### config.mk
export PLATFORM = sky130hd
export DESIGN_NAME = mem_port_arbiter
export DESIGN_NICKNAME = d
export VERILOG_FILES = /design/src/rtl/mem_port_arbiter.sv
export SDC_FILE = /design/constraint.sdc
export NUM_CORES = 1
export LEC_CHECK = 0
export BUFFER_PORTS_ARGS = -buffer_cell sky130_fd_sc_hd__buf_4
export CAP_MARGIN = 20
export CORE_AREA = 2 2 230 232
export CTS_BUF_LIST = sky130_fd_sc_hd__clkbuf_16
export DETAILED_ROUTE_END_ITERATION = 8
export DIE_AREA = 0 0 232 234
export SYNTH_ARGS = -nofsm -noshare
export SYNTH_HDL_FRONTEND = slang
export SYNTH_SLANG_ARGS = --single-unit
### constraint.sdc
create_clock -name clk -period 13.1 [get_ports clk]
set_input_delay 3.275 -clock clk [delete_from_list [all_inputs] [get_ports clk]]
set_output_delay 3.275 -clock clk [all_outputs]
set_load 0.02 [all_outputs]
### src/rtl/mem_port_arbiter.sv
// rtl/mem_port_arbiter.sv - two-requester arbiter for the RAM data port
// Grants one request at a time, range-checks it and runs a single RAM access.
module mem_port_arbiter #(
  parameter int ALEN   = 64,
  parameter int DLEN   = 64,
  parameter int SIZE   = 1024,
  parameter int AW     = 10,
  parameter int RD_LAT = 1
) (
  input  logic            clk,
  input  logic            rst,
  input  logic            r0_req,
  input  logic            r0_we,
  input  logic [ALEN-1:0] r0_addr,
  input  logic [1:0]      r0_len,
  input  logic [DLEN-1:0] r0_wdata,
  output logic            r0_ack,
  output logic            r0_err,
  output logic [DLEN-1:0] r0_rdata,
  input  logic            r1_req,
  input  logic            r1_we,
  input  logic [ALEN-1:0] r1_addr,
  input  logic [1:0]      r1_len,
  input  logic [DLEN-1:0] r1_wdata,
  output logic            r1_ack,
  output logic            r1_err,
  output logic [DLEN-1:0] r1_rdata,
  output logic [ALEN-1:0] ram_addr,
  output logic [DLEN-1:0] ram_in,
  output logic [1:0]      ram_len,
  output logic            ram_we,
  output logic            ram_re,
  input  logic [DLEN-1:0] ram_out
);

  typedef enum logic [1:0] {IDLE, ACCESS, RESP} state_t;

  localparam int CW = (RD_LAT > 1) ? $clog2(RD_LAT) : 1;
  localparam logic [CW-1:0] LAST = CW'(RD_LAT - 1);
  localparam logic [AW:0] MAX_IDX = (AW+1)'(SIZE - 1);

  state_t state, state_nx;
  logic last_grant, cur_grant, cur_we, cur_err;
  logic [CW-1:0] cnt;

  logic            req_any, both, pick, sel_we, range_err;
  logic [ALEN-1:0] sel_addr;
  logic [1:0]      sel_len;
  logic [DLEN-1:0] sel_wdata;
  logic [AW:0]     nbytes, end_idx;

  // On a tie the requester that did not win the previous tie gets the port.
  always_comb begin
    req_any   = r0_req | r1_req;
    both      = r0_req & r1_req;
    pick      = both ? ~last_grant : r1_req;
    sel_we    = pick ? r1_we    : r0_we;
    sel_addr  = pick ? r1_addr  : r0_addr;
    sel_len   = pick ? r1_len   : r0_len;
    sel_wdata = pick ? r1_wdata : r0_wdata;
    nbytes    = (AW+1)'(1) << sel_len;
    end_idx   = {1'b0, sel_addr[AW-1:0]} + nbytes - (AW+1)'(1);
    range_err = (sel_addr[ALEN-1:AW] != '0) || (end_idx > MAX_IDX);
  end

  always_comb begin
    state_nx = state;
    case (state)
      IDLE:    if (req_any) state_nx = range_err ? RESP : ACCESS;
      ACCESS:  if (cur_we || cnt == LAST) state_nx = RESP;
      RESP:    state_nx = IDLE;
      default: state_nx = IDLE;
    endcase
  end

  always_comb begin
    ram_we = (state == ACCESS) &&  cur_we;
    ram_re = (state == ACCESS) && !cur_we;
    r0_ack = (state == RESP) && !cur_grant;
    r1_ack = (state == RESP) &&  cur_grant;
    r0_err = r0_ack && cur_err;
    r1_err = r1_ack && cur_err;
  end

  always_ff @(posedge clk) begin
    if (rst) begin
      state      <= IDLE;
      last_grant <= 1'b1;
      cur_grant  <= 1'b0;
      cur_we     <= 1'b0;
      cur_err    <= 1'b0;
      cnt        <= '0;
      ram_addr   <= '0;
      ram_in     <= '0;
      ram_len    <= '0;
      r0_rdata   <= '0;
      r1_rdata   <= '0;
    end else begin
      state <= state_nx;
      if (state == IDLE && req_any) begin
        cur_grant <= pick;
        cur_we    <= sel_we;
        cur_err   <= range_err;
        cnt       <= '0;
        if (both) last_grant <= pick;
        // Rejected requests never reach the RAM, so the RAM-side bus keeps its old value.
        if (!range_err) begin
          ram_addr <= sel_addr;
          ram_in   <= sel_wdata;
          ram_len  <= sel_len;
        end else if (!sel_we) begin
          if (pick) r1_rdata <= '0;
          else      r0_rdata <= '0;
        end
      end
      if (state == ACCESS && !cur_we) begin
        if (cnt == LAST) begin
          if (cur_grant) r1_rdata <= ram_out;
          else           r0_rdata <= ram_out;
        end else begin
          cnt <= cnt + CW'(1);
        end
      end
    end
  end

endmodule
==> out/metrics.yaml, run 1 <==
run_status:
  status: "completed"
die:
  fp-row-count: 84
  coreArea_sq_um: 52000
  fp.dieH_microns: 234
  boundaryPins: 594
  dieArea_sq_um: 54300
  die-width_microns: 232
  start_util_pct: 20.6
setup_path:
  reg2reg_to: "r1_rdata[11]"
  r2r_slack_ns: 7.95
  crit_path_start: "r0_req"
  path_class: "input pin to register"
  required_ns: 13.51
  crit_arrival_ns: 8.02
  start_kind: "input pin"
  ff2ff_path_depth: 15
  crit-reg2reg-launch: "last_grant"
  crit_end: "r1_rdata[11]"
  cp_max_fo: 64
  cp-end-kind: "register"
place:
  dp_hpwl_microns: 32000
  gp_congestion: 0.920
  io_buffers: 593
timing:
  worst_slew_pin_slew_ns: 1.05
  fin_crit_ns: 7.61
  finClkSkew_ns: 0.0144
  fmax_ghz: 0.131
  tns_ns: 0
  timing_hold_violations_final: 0
  setup_viol: 0
  rsz0062_at_grt: "false"
  max_slew_margin_pct: 30.1
  drv_slew: 0
  post-route-period-util_pct: 58.1
drt:
  drc_errors: 0
  num_vias: 10700
  final_antenna_net_count: 0
  drtIter0Drc: 489
  vias_per_cell: 4.30
  post_drt_wl_per_cell_microns: 17.1
  wl_microns: 42600
  drt_first_pass_iters: 5
yosys:
  synth_nets: 1572
  synthCells: 1229
  syn_area_sq_um: 10700
  ys_seq_area_share_pct: 49.6
  synth-seq-cells: 265
  ys_types: 37
  avgSynthCellArea_sq_um: 8.71
  yosysTopAreaCellShare_pct: 49.6
  yosysWarnings: 0
  yosysTopAreaCell: "dfxtp_1"
  synth.area.top_cells: "dfxtp_1, mux2i_1, nand2_1"
grt:
  grt_overflow_total: 0
  grt_pass1_vias: 10400
  antenna_found_initial: 2
  grt_max_degree: 85
  grt_use_total_pct: 14.6
  grt_first_pass_wirelength_microns: 62100
clock_network:
  cts_setup_buffers: 0
  cts_hold_buf: 0
  clkSlewWorstSetupHoldPaths_ns: 0.06
  ctsLongestPathBuffers: 3
  cts_tree: "done"
  cts_resized: 0
  numCtsBuffers: 31
  clkSinkCount: 265
  cts_root_buf: "clkbuf_16"
  clk-insertion-delay-late_ns: 0.58
  htree_levels: 1
layout:
  final_cell_mix: "buf_4, dfxtp_1, nand2_1, nor2_1, mux2i_1"
  layout-drive-gt1-share_pct: 37.1
  final_common_cell: "buf_4"
  diodes: 0
  nets: 2120
  syn2layout_area_growth_pct: 56.8
  fin_util_pct: 32.3
power:
  seqPwrFrac_pct: 42.9
  switching_share_pct: 24.2
  clockPowerShare_pct: 47.5
  p_switching_w: 0.000457
  power_density_nw_per_um2: 112
  comb_power_share_pct: 9.6
  cellInternalPower_w: 0.00143
  vdd.ir_drop.worst_uv: 101
  p_leak_nw: 7.79
min_path:
  hold_start: "ram_in[44]"
  hp-class: "register to register"
run:
  cap_violations: 0
synthesized netlist by cell type:
| master | n |
|---|---|
| dfxtp_1 | 265 |
| nand2_1 | 213 |
| nor2_1 | 140 |
| mux2i_1 | 137 |
| o21ai_0 | 80 |
| nand3_1 | 73 |
| a21oi_1 | 68 |
| clkbuf_1 | 63 |
| and2_1 | 58 |
| nor4_1 | 28 |
| inv_1 | 15 |
| ha_1 | 13 |
| nand4_1 | 13 |
| buf_6 | 12 |
| buf_2 | 10 |
| buf_1 | 6 |
| a31oi_1 | 4 |
| nor3b_1 | 4 |
| nor3_1 | 3 |
| a211oi_1 | 2 |
| nor2b_1 | 2 |
| nor4b_1 | 2 |
| o21a_1 | 2 |
| o21bai_1 | 2 |
| o41ai_4 | 2 |
| a211o_1 | 1 |
| a21bo_2 | 1 |
| a21boi_4 | 1 |
| a21oi_2 | 1 |
| a311oi_1 | 1 |
| and3_1 | 1 |
| and3b_1 | 1 |
| clkinv_1 | 1 |
| mux2_2 | 1 |
| nand3b_1 | 1 |
| o221a_1 | 1 |
| xor2_1 | 1 |
state kept, by name, indices dropped and copies added, names as in the netlist:
| signal | count |
|---|---|
| r0_rdata | 64 |
| last_grant | 1 |
| cur_grant | 1 |
| ram_addr | 64 |
| r1_rdata | 64 |
| cnt | 1 |
| cur_we | 1 |
| ram_in | 64 |
| state | 2 |
| cur_err | 1 |
| ram_len | 2 |
cell families (layout without fill, tap and decap cells):
group | after synthesis | count (layout) | synth area share [%]
flops | 265 | 265 | 49.6
mux | 138 | 138 | 12.9
xor+xnor | 1 | 1 | 0.0818
fa+ha+maj | 13 | 13 | 1.52
buf+inv | 107 | 679 | 4.71
compound gates | 166 | 166 | 8.71
simple gates | 539 | 539 | 22.5
layer usage:
metal	part of all wire (%)	GRT usage [%]
met1	41	17.8
met2	48	24.6
met3	8.9	4.58
met4	2.4	4.23
met5	0.052	0
how the worst min path moves through the flow:
stage	depth (start not counted)	to
global route	1	ram_addr[21]
finish	2	ram_in[44]
detailed placement	1	ram_addr[51]
global placement	1	ram_addr[46]
floorplan	1	cur_err
CTS	1	ram_addr[21]
worst max-delay path, cell delays in order:
cell and delay (ns):
buf_4 0.14, a21boi_4 0.67, buf_4 0.59, nor3b_1 0.10, a31oi_1 0.18, ha_1 0.27
inv_1 0.07, ha_1 0.22, a211oi_1 0.22, o21ai_0 0.15, a211o_1 0.29, o221a_4 0.25
buf_4 0.36, o41ai_4 0.28, buf_4 0.61, nor2_1 0.13
metrics by stage:
step / area, sq um / instances / hold slack [ns] / total power (W) / setup WS, ns
after global placement: 15700 / 2431 / 0.445 / 0.00100 / 5.07
final: 16800 / 2489 / 0.458 / 0.00189 / 5.49
after floorplan: 10700 / 1229 / 0.446 / 0.000901 / 6.56
after CTS: 16800 / 2488 / 0.462 / 0.00191 / 5.54
after detailed placement: 15700 / 2431 / 0.445 / 0.00101 / 4.95
after global routing: 16800 / 2489 / 0.480 / 0.00196 / 5.11
power by group through the flow:
| stage | Combinational (W) | Clock (W) | Sequential, W |
|---|---|---|---|
| floorplan | 0.0000753 | 0 | 0.000826 |
| global placement | 0.000178 | 0 | 0.000827 |
| detailed placement | 0.000180 | 0 | 0.000827 |
| CTS | 0.000181 | 0.000922 | 0.000809 |
| global route | 0.000197 | 0.000956 | 0.000809 |
| finish | 0.000181 | 0.000895 | 0.000809 |
final cells by class:
| type | count | area [sq um] |
|---|---|---|
| Fill cell | 5454 | 35200 |
| Sequential cell | 265 | 5310 |
| Multi-Input combinational cell | 857 | 4930 |
| Timing Repair Buffer | 606 | 4570 |
| Tap cell | 688 | 861 |
| Clock buffer | 31 | 776 |
| Clock inverter | 26 | 282 |
| Inverter | 16 | 61.3 |
(Power assumes the default switching activity.)
==> run 2, diff against run 1 <==
Clock period 13.1 ns to 6.2 ns, I/O delays scaled along.
==> run 2 against run 1 <==
Non-clock buffer count is 3 higher. Final area shrank 0.69%. Final cell count shrank 0.16%. Total power is 100% higher. Via count is 0.74% lower.
==> out/metrics.yaml, run 2 (synthesis results as in run 1) <==
timing:
  post-route-period-util_pct: 75.0
  fin_crit_ns: 4.65
  worst_slew_pin_slew_ns: 0.951
  finClkSkew_ns: 0.0119
  rsz0062_at_grt: "false"
  setup_viol: 0
  tns_ns: 0
  fmax_ghz: 0.215
  drv_slew: 0
  timing_hold_violations_final: 0
  max_slew_margin_pct: 36.6
setup_path:
  slowest_delay_ns: 0.62
  critPathSlowestCell: "o221a_4"
  cp-end-kind: "register"
  cp_max_fo: 41
  start_kind: "input pin"
  crit_family: "compound AO/OA/AOI/OAI gates"
  worst-path-buf-inv: 3
  crit_arrival_ns: 5.07
  required_ns: 6.62
  cp_cell_sequence: "buf_4, a21bo_4, mux2i_1, ha_1, inv_1, ha_1, a211oi_1, o21ai_0, a21oi_1, o221a_4, and2_2, buf_4, o21ai_0"
  path_class: "input pin to register"
power:
  vdd.ir_drop.worst_uv: 175
  p_leak_nw: 7.78
  power_density_nw_per_um2: 227
clock_network:
  cts_hold_buf: 0
  clkSlewWorstSetupHoldPaths_ns: 0.06
  ctsLongestPathBuffers: 3
  numCtsBuffers: 29
  clkSinkCount: 265
  cts_tree: "done"
  clk-insertion-delay-late_ns: 0.58
  htree_levels: 1
  cts_resized: 0
  cts_root_buf: "clkbuf_16"
  cts_setup_buffers: 0
die:
  fp.dieH_microns: 234
  coreArea_sq_um: 52000
  die-width_microns: 232
  dieArea_sq_um: 54300
  fp-row-count: 84
  boundaryPins: 594
  start_util_pct: 20.6
run:
  cap_violations: 0
drt:
  drc_errors: 0
  final_antenna_net_count: 0
  drtIter0Drc: 547
  vias_per_cell: 4.28
  drt_first_pass_iters: 5
  wl_microns: 42600
  post_drt_wl_per_cell_microns: 17.2
  num_vias: 10600
grt:
  grt_pass1_vias: 10300
  grt_use_met3_pct: 4.13
  busiest_layer: "met2"
  grt_first_pass_wirelength_microns: 61300
  grt_use_met1_pct: 18.1
  grt_use_met2_pct: 23.9
  grt_max_degree: 84
  grt_use_total_pct: 14.6
  antenna_found_initial: 2
  grt_overflow_total: 0
layout:
  nets: 2121
  diodes: 0
  fin_util_pct: 32.0
  fillers: 5417
  syn2layout_area_growth_pct: 55.7
  fin_cells: 2485
  layout-drive-gt1-share_pct: 36.6
  final_area_sq_um: 16700
  final_common_cell: "buf_4"
  final_cell_mix: "buf_4, dfxtp_1, nand2_1, nor2_1, mux2i_1"
place:
  gp_congestion: 0.922
  io_buffers: 593
  placed_cells: 2435
  placed_area_sq_um: 15800
  dp_hpwl_microns: 32200
run_status:
  status: "completed"
min_path:
  hp-class: "register to register"
run 2: worst paths after layout:
path	from	endpoint	depth (start not counted)	slack, ns
setup / recovery	r1_req	ram_in[35]	13	1.55
hold / removal	ram_in[2]	ram_in[2]	2	0.46
setup reg to reg	last_grant	ram_in[35]	12	2.25
hold reg to reg	ram_in[2]	ram_in[2]	2	0.46
run 2: through the flow:
step           power [W]  setup WS (ns)  hold WS (ns)
2_1_floorplan    0.00190           1.39         0.446
3_3_place_gp     0.00213           1.07         0.443
3_5_place_dp     0.00213          0.965         0.445
4_1_cts          0.00385           1.58         0.462
5_1_grt          0.00394           1.33         0.474
6_report         0.00378           1.55         0.458
run 2: report_power, final:
part	leakage (nW)	total, W	internal [W]	switching [W]
clock	0.475	0.00169	0.000971	0.000717
combinational	5.17	0.000384	0.000190	0.000194
sequential	2.13	0.00171	0.00171	0.00000386
run 2: worst register-to-register path: stages, from the launching register on:
cell and delay (ns):
dfxtp_1 0.42, a21bo_4 0.51, mux2i_1 0.35, ha_1 0.27, inv_1 0.06, ha_1 0.21, a211oi_1 0.21, o21ai_0 0.14
a21oi_1 0.18, o221a_4 0.62, and2_2 0.27, buf_4 0.33, o21ai_0 0.21
run 2: area by class of cell:
cell class | count | area, sq um | share of cell area [%]
clock buffers | 29 | 726 | 4.35
clock inverters | 21 | 188 | 1.13
inverters | 16 | 61.3 | 0.368
multi-input cells | 857 | 4930 | 29.6
flip-flops and latches | 265 | 5310 | 31.8
well taps | 688 | 861 | 5.17
repair buffers | 609 | 4600 | 27.6
run 2: per-layer routing:
| metal | up-vias | routed length (microns) |
|---|---|---|
| li1 | 5230 | - |
| met1 | 4909 | 17700 |
| met2 | 404 | 19900 |
| met3 | 78 | 3440 |
| met4 | 4 | 1580 |
| met5 | - | 26 |
